**config.mk**
```make
export PLATFORM = sky130hd
export DESIGN_NAME = hamming_secded_decoder_flat
export DESIGN_NICKNAME = d
export VERILOG_FILES = /design/src/rtl/hamming_secded_decoder_if.sv /design/src/rtl/hamming_secded_decoder.sv /design/src/flat_wrapper.sv
export SDC_FILE = /design/constraint.sdc
export NUM_CORES = 1
export LEC_CHECK = 0
export ABC_AREA = 1
export BUFFER_PORTS_ARGS = -buffer_cell sky130_fd_sc_hd__buf_4
export CAP_MARGIN = 10
export CORE_MARGIN = 1
export CORE_UTILIZATION = 40
export CTS_CLUSTER_DIAMETER = 80
export DETAILED_ROUTE_END_ITERATION = 10
export HOLD_SLACK_MARGIN = 0.15
export PLACE_DENSITY_LB_ADDON = 0.12
export SETUP_SLACK_MARGIN = 0.05
export SYNTH_ARGS = -nofsm -noshare
export SYNTH_HDL_FRONTEND = slang
export SYNTH_SLANG_ARGS = --single-unit
```
**constraint.sdc**
```tcl
create_clock -name clk -period 2.8 [get_ports clk]
set_clock_uncertainty 0.05 [all_clocks]
set_input_delay 0 -clock clk [delete_from_list [all_inputs] [get_ports clk]]
set_output_delay 0 -clock clk [all_outputs]
set_load 0.02 [all_outputs]
```
**src/rtl/hamming_secded_decoder_if.sv**
```systemverilog
// Memory-port client bundle for the SECDED decoder: start/done handshake, byte memory port, error counters.
// master = decoder side, slave = host/memory side.
interface hamming_secded_decoder_if #(
  parameter int ADDR_W = 8,
  parameter int CNT_W  = 8
);
  logic              req;
  logic              ack;
  logic              busy;
  logic [ADDR_W-1:0] mem_addr;
  logic [7:0]        mem_rdata;
  logic              mem_we;
  logic [7:0]        mem_wdata;
  logic [CNT_W-1:0]  sgl_cnt;
  logic [CNT_W-1:0]  dbl_cnt;

  modport master (
    input  req, mem_rdata,
    output ack, busy, mem_addr, mem_we, mem_wdata, sgl_cnt, dbl_cnt
  );

  modport slave (
    output req, mem_rdata,
    input  ack, busy, mem_addr, mem_we, mem_wdata, sgl_cnt, dbl_cnt
  );
endinterface

```
**src/rtl/hamming_secded_decoder.sv**
```systemverilog
// (16,11) SECDED decoder: reads NUM_WORDS codewords, corrects/flags errors, writes 11-bit messages back.
// Fixed 4 cycles per word (RD_LO, RD_HI, WR_LO, WR_HI); outputs are decoded from state so reset clears them at once.
module hamming_secded_decoder #(
  parameter int ADDR_W    = 8,
  parameter int SRC_BASE  = 64,
  parameter int DST_BASE  = 94,
  parameter int NUM_WORDS = 15,
  parameter int CNT_W     = 8
) (
  input  logic                     clk,
  input  logic                     reset,
  hamming_secded_decoder_if.master bus
);

  typedef enum logic [2:0] {IDLE, RD_LO, RD_HI, WR_LO, WR_HI, DONE} state_t;

  localparam logic [6:0] LAST_IDX = 7'(NUM_WORDS - 1);

  state_t            state, state_nxt;
  logic [6:0]        idx;
  logic [15:0]       w;
  logic [CNT_W-1:0]  sgl_q, dbl_q;

  logic [3:0]        syn;
  logic [3:0]        pos;
  logic              par;
  logic              fix;
  logic [10:0]       data;
  logic [ADDR_W-1:0] src_addr, dst_addr;

  // Hamming position of message bit j (0-based d1..d11), skipping parity slots 1,2,4,8.
  function automatic logic [3:0] data_pos(input int j);
    if (j == 0)     return 4'd3;
    else if (j < 4) return 4'(j + 4);
    else            return 4'(j + 5);
  endfunction

  assign src_addr = ADDR_W'(SRC_BASE + 2 * int'(idx));
  assign dst_addr = ADDR_W'(DST_BASE + 2 * int'(idx));

  always_comb begin
    syn = '0;
    for (int k = 1; k < 16; k++) begin
      if (w[k]) syn = syn ^ 4'(k);
    end
    par  = ^w;
    fix  = par && (syn != 4'd0);
    data = '0;
    pos  = '0;
    // Only a flip landing on a data position changes the message.
    for (int j = 0; j < 11; j++) begin
      pos     = data_pos(j);
      data[j] = w[pos] ^ (fix && (syn == pos));
    end
  end

  always_comb begin
    state_nxt     = state;
    bus.ack       = 1'b0;
    bus.busy      = 1'b0;
    bus.mem_we    = 1'b0;
    bus.mem_addr  = '0;
    bus.mem_wdata = '0;
    case (state)
      IDLE: begin
        if (bus.req) state_nxt = RD_LO;
      end
      RD_LO: begin
        bus.busy     = 1'b1;
        bus.mem_addr = src_addr;
        state_nxt    = RD_HI;
      end
      RD_HI: begin
        bus.busy     = 1'b1;
        bus.mem_addr = src_addr + ADDR_W'(1);
        state_nxt    = WR_LO;
      end
      WR_LO: begin
        bus.busy      = 1'b1;
        bus.mem_we    = 1'b1;
        bus.mem_addr  = dst_addr;
        bus.mem_wdata = data[7:0];
        state_nxt     = WR_HI;
      end
      WR_HI: begin
        bus.busy      = 1'b1;
        bus.mem_we    = 1'b1;
        bus.mem_addr  = dst_addr + ADDR_W'(1);
        bus.mem_wdata = {5'b0, data[10:8]};
        state_nxt     = (idx == LAST_IDX) ? DONE : RD_LO;
      end
      DONE: begin
        bus.ack = 1'b1;
        if (bus.req) state_nxt = RD_LO;
      end
      default: state_nxt = IDLE;
    endcase
  end

  always_ff @(posedge clk or negedge reset) begin
    if (!reset) begin
      state <= IDLE;
      idx   <= '0;
      w     <= '0;
      sgl_q <= '0;
      dbl_q <= '0;
    end else begin
      state <= state_nxt;
      case (state)
        IDLE, DONE: begin
          if (bus.req) begin
            idx   <= '0;
            sgl_q <= '0;
            dbl_q <= '0;
          end
        end
        RD_LO: w[7:0]  <= bus.mem_rdata;
        RD_HI: w[15:8] <= bus.mem_rdata;
        WR_LO: begin
          // Overall parity odd means one bit flipped, including p16 alone.
          if (par && (sgl_q != '1)) sgl_q <= sgl_q + CNT_W'(1);
          if (!par && (syn != 4'd0) && (dbl_q != '1)) dbl_q <= dbl_q + CNT_W'(1);
        end
        WR_HI: begin
          if (idx != LAST_IDX) idx <= idx + 7'd1;
        end
        default: ;
      endcase
    end
  end

  assign bus.sgl_cnt = sgl_q;
  assign bus.dbl_cnt = dbl_q;

endmodule

```
**src/flat_wrapper.sv**
```systemverilog
// flat-port wrapper written by rule: the top's interface ports become plain ports
module hamming_secded_decoder_flat 
#(
  parameter int ADDR_W    = 8,
  parameter int SRC_BASE  = 64,
  parameter int DST_BASE  = 94,
  parameter int NUM_WORDS = 15,
  parameter int CNT_W     = 8
)
  (clk, reset, bus_req, bus_mem_rdata, bus_ack, bus_busy, bus_mem_addr, bus_mem_we, bus_mem_wdata, bus_sgl_cnt, bus_dbl_cnt);
  hamming_secded_decoder_if #(.ADDR_W(ADDR_W), .CNT_W(CNT_W)) bus_i ();
  input  logic clk;
  input  logic reset;
  input wire logic [$bits(bus_i.req)-1:0] bus_req;
  input wire logic [$bits(bus_i.mem_rdata)-1:0] bus_mem_rdata;
  output wire logic [$bits(bus_i.ack)-1:0] bus_ack;
  output wire logic [$bits(bus_i.busy)-1:0] bus_busy;
  output wire logic [$bits(bus_i.mem_addr)-1:0] bus_mem_addr;
  output wire logic [$bits(bus_i.mem_we)-1:0] bus_mem_we;
  output wire logic [$bits(bus_i.mem_wdata)-1:0] bus_mem_wdata;
  output wire logic [$bits(bus_i.sgl_cnt)-1:0] bus_sgl_cnt;
  output wire logic [$bits(bus_i.dbl_cnt)-1:0] bus_dbl_cnt;
  assign bus_i.req = bus_req;
  assign bus_i.mem_rdata = bus_mem_rdata;
  assign bus_ack = bus_i.ack;
  assign bus_busy = bus_i.busy;
  assign bus_mem_addr = bus_i.mem_addr;
  assign bus_mem_we = bus_i.mem_we;
  assign bus_mem_wdata = bus_i.mem_wdata;
  assign bus_sgl_cnt = bus_i.sgl_cnt;
  assign bus_dbl_cnt = bus_i.dbl_cnt;
  hamming_secded_decoder #(.ADDR_W(ADDR_W), .SRC_BASE(SRC_BASE), .DST_BASE(DST_BASE), .NUM_WORDS(NUM_WORDS), .CNT_W(CNT_W)) u_core (.clk(clk), .reset(reset), .bus(bus_i));
endmodule
```
==> run summary <==
clk buf depth = 2
Post-synth EDFFs = 0
Max Cap Viol = 0
critical path class = register to output pin
CTS tree = built
port buffer count = 45
hpwl dp = 5900 microns
share of layout cells above drive strength 1 = 0.174
minimum clock period = 2.36 ns
antenna violations before repair = 0
commonest non-fill, non-tap cells in the layout = 169 x nand2_1, 48 x inv_1, 47 x buf_4, 44 x nor2_1, 42 x dfrtp_1
routed via count = 3075
FF-to-FF End = u_core.bus.sgl_cnt[5]
fin. max-slew vios = 0
vias in the first global route = 2862
antenna diode count = 0
PD cells = 1290 mW/mm^2
Final setup viols = 0
Sink Count = 42
DR DRC count = 0
pin count of the biggest net entering global routing = 43
Die Height = 91.4 microns
DR iter-0 viols = 143
Distinct cells, synth = 39
VDD IR max = 0.434 mV
Largest stage delay, worst path = 0.40 ns
FMAX = 423 MHz
Initial Util = 0.413
postcts setup bufs = 0
die width = 91.4 microns
final period utilization = 0.845
Post-Syn Instances = 477
cells on worst reg2reg path = 11
Synth Cell Area = 0.00319 sq mm
worst r2r src = u_core.state[1]
nets@finish = 548
Layout area overhead = 19.2%
Worst Setup Start Kind = register
commonest non-fill, non-tap cell in the layout = nand2_1
CP delay by family, top = buffers and inverters
Yosys reg bits = 42
clock root buffer = clkbuf_8
Critical Path End Type = output pin
status = completed
Crit-path slowest cell = dfrtp_1
CORE AREA = 0.00773 sq mm
global-route wire length before repair = 13400 microns
Syn Area/Cell = 6.70 sq um
Async SR Flop Fraction = 1.00
crit path DAT = 2.31 ns
Critical Path Stages = 8
clk_lat worst skew = 0.30 ns
Overflow after GRT = 0
busiest grt layer = met2
Post-CTS Resized = 0
row count = 32
Leak = 0.00202 uW
H-tree depth = 2
routed len/inst = 12.2 microns
Slew HR = 0.622
RePlAce Congestion = 0.844
CP cell instances = inv_2 > nand2_1 > nor2_2 > inv_1 > nand2_1 > inv_1 > o31ai_1 > buf_4
met2 usage = 0.311
syn_nets = 493
clock-pin slew on the worst setup and hold paths = 0.08 ns
Worst-Margin Slew = 0.568 ns
I/O Pins = 46
WL final = 7740 microns
crit-path max FO = 6
Syn. warnings = 0
Synth Flop Type = dfrtp_1
Routed Antenna Nets = 0
RSZ-0062 raised after global routing = no
worst reg-to-reg setup slack = 0.74 ns
critical path buffer and inverter count = 4
Fin. Hold Viols = 0
tightest hold margin = 0.172 ns
GRT Overall Usage = 0.200
setup TNS = 0 ns
Num CTS Buffers = 5
Hold Path Class = input port to async pin
Seq/Total Area, Yosys = 0.329
via/cell ratio = 4.84
M3 GR Usage = 0.0327
Die ar. = 0.00835 sq mm
1st-pass router iterations = 4
global-route track usage on met1 = 0.286
worst path required time = 2.75 ns
==> metrics by stage <==
step                utilization  std cells  setup WS, ns  area [sq um]  total power [uW]
global route              0.493        635         0.157          3810              5430
detailed placement        0.468        617         0.782          3620              4480
finish                    0.493        635         0.435          3810              4900
CTS                       0.493        635         0.460          3810              4930
global placement          0.468        617         0.763          3620              4420
floorplan                     -        477         0.903          3190              3750
==> state kept, by name (all words and copies together), names as in the netlist <==
signal,cells
u_core.w,16
u_core.bus.sgl_cnt,8
u_core.idx,7
u_core.bus.dbl_cnt,8
u_core.state,3
==> where the power goes <==
| part | switching, uW | internal (uW) | leakage [uW] | total (uW) |
|---|---|---|---|---|
| Clock | 223 | 200 | 0.0000482 | 422 |
| Sequential | 230 | 770 | 0.000554 | 1000 |
| Combinational | 2360 | 1110 | 0.00142 | 3480 |
==> metal layers <==
metal,wire length [microns],vias up
li1,-,1616
met1,4080,1403
met2,3300,52
met3,309,4
met4,45,0
met5,0,-
==> how the worst max path moves through the flow <==
stage / from / to / slack [ns]
after detailed placement: u_core.state[2] / u_core.bus.sgl_cnt[0] / 0.78
after floorplan: u_core.state[1] / bus_mem_addr[7] / 0.90
final: u_core.state[1] / bus_mem_addr[7] / 0.44
after global placement: u_core.state[1] / bus_mem_addr[7] / 0.76
after global routing: u_core.w[7] / bus_mem_wdata[2] / 0.16
after CTS: u_core.w[7] / bus_mem_wdata[2] / 0.46
==> repair_timing <==
item                                   in CTS  in global routing
setup endpoints to repair                   0                  0
endpoints found under the hold margin      60                  0
hold buffers                               10                  0
==> synth_stat cells (5+ instances only) <==
library cell	n	area, sq um
xnor2_1	6	52.6
o21ai_1	5	25.0
nor3_1	7	35.0
nand3_1	41	205
nor2_1	44	165
inv_1	48	180
o22ai_1	5	31.3
ha_1	5	62.6
xor2_1	10	87.6
nand2_1	169	634
dfrtp_1	42	1050
nand2_2	11	68.8
o21ai_0	26	130
a21oi_1	8	40.0
inv_2	7	26.3
==> area by class of cell <==
class                   instances  area [sq um]
clock buffers                   7          86.3
fillers                       839          3920
clock inverters                 1          5.00
multi-input cells             369          1870
flip-flops and latches         42          1050
inverters                      57           219
repair buffers                 57           453
well taps                     102           128
==> cell families (layout without fill, tap and decap cells) <==
| kind of cell | Yosys count | count (layout) | synth area share |
|---|---|---|---|
| buf+inv | 66 | 122 | 0.0866 |
| compound gates | 49 | 49 | 0.0846 |
| fa+ha+maj | 5 | 5 | 0.0196 |
| xor+xnor | 16 | 16 | 0.0439 |
| flops | 42 | 42 | 0.329 |
| simple gates | 299 | 299 | 0.436 |
(Power assumes the default switching activity.)
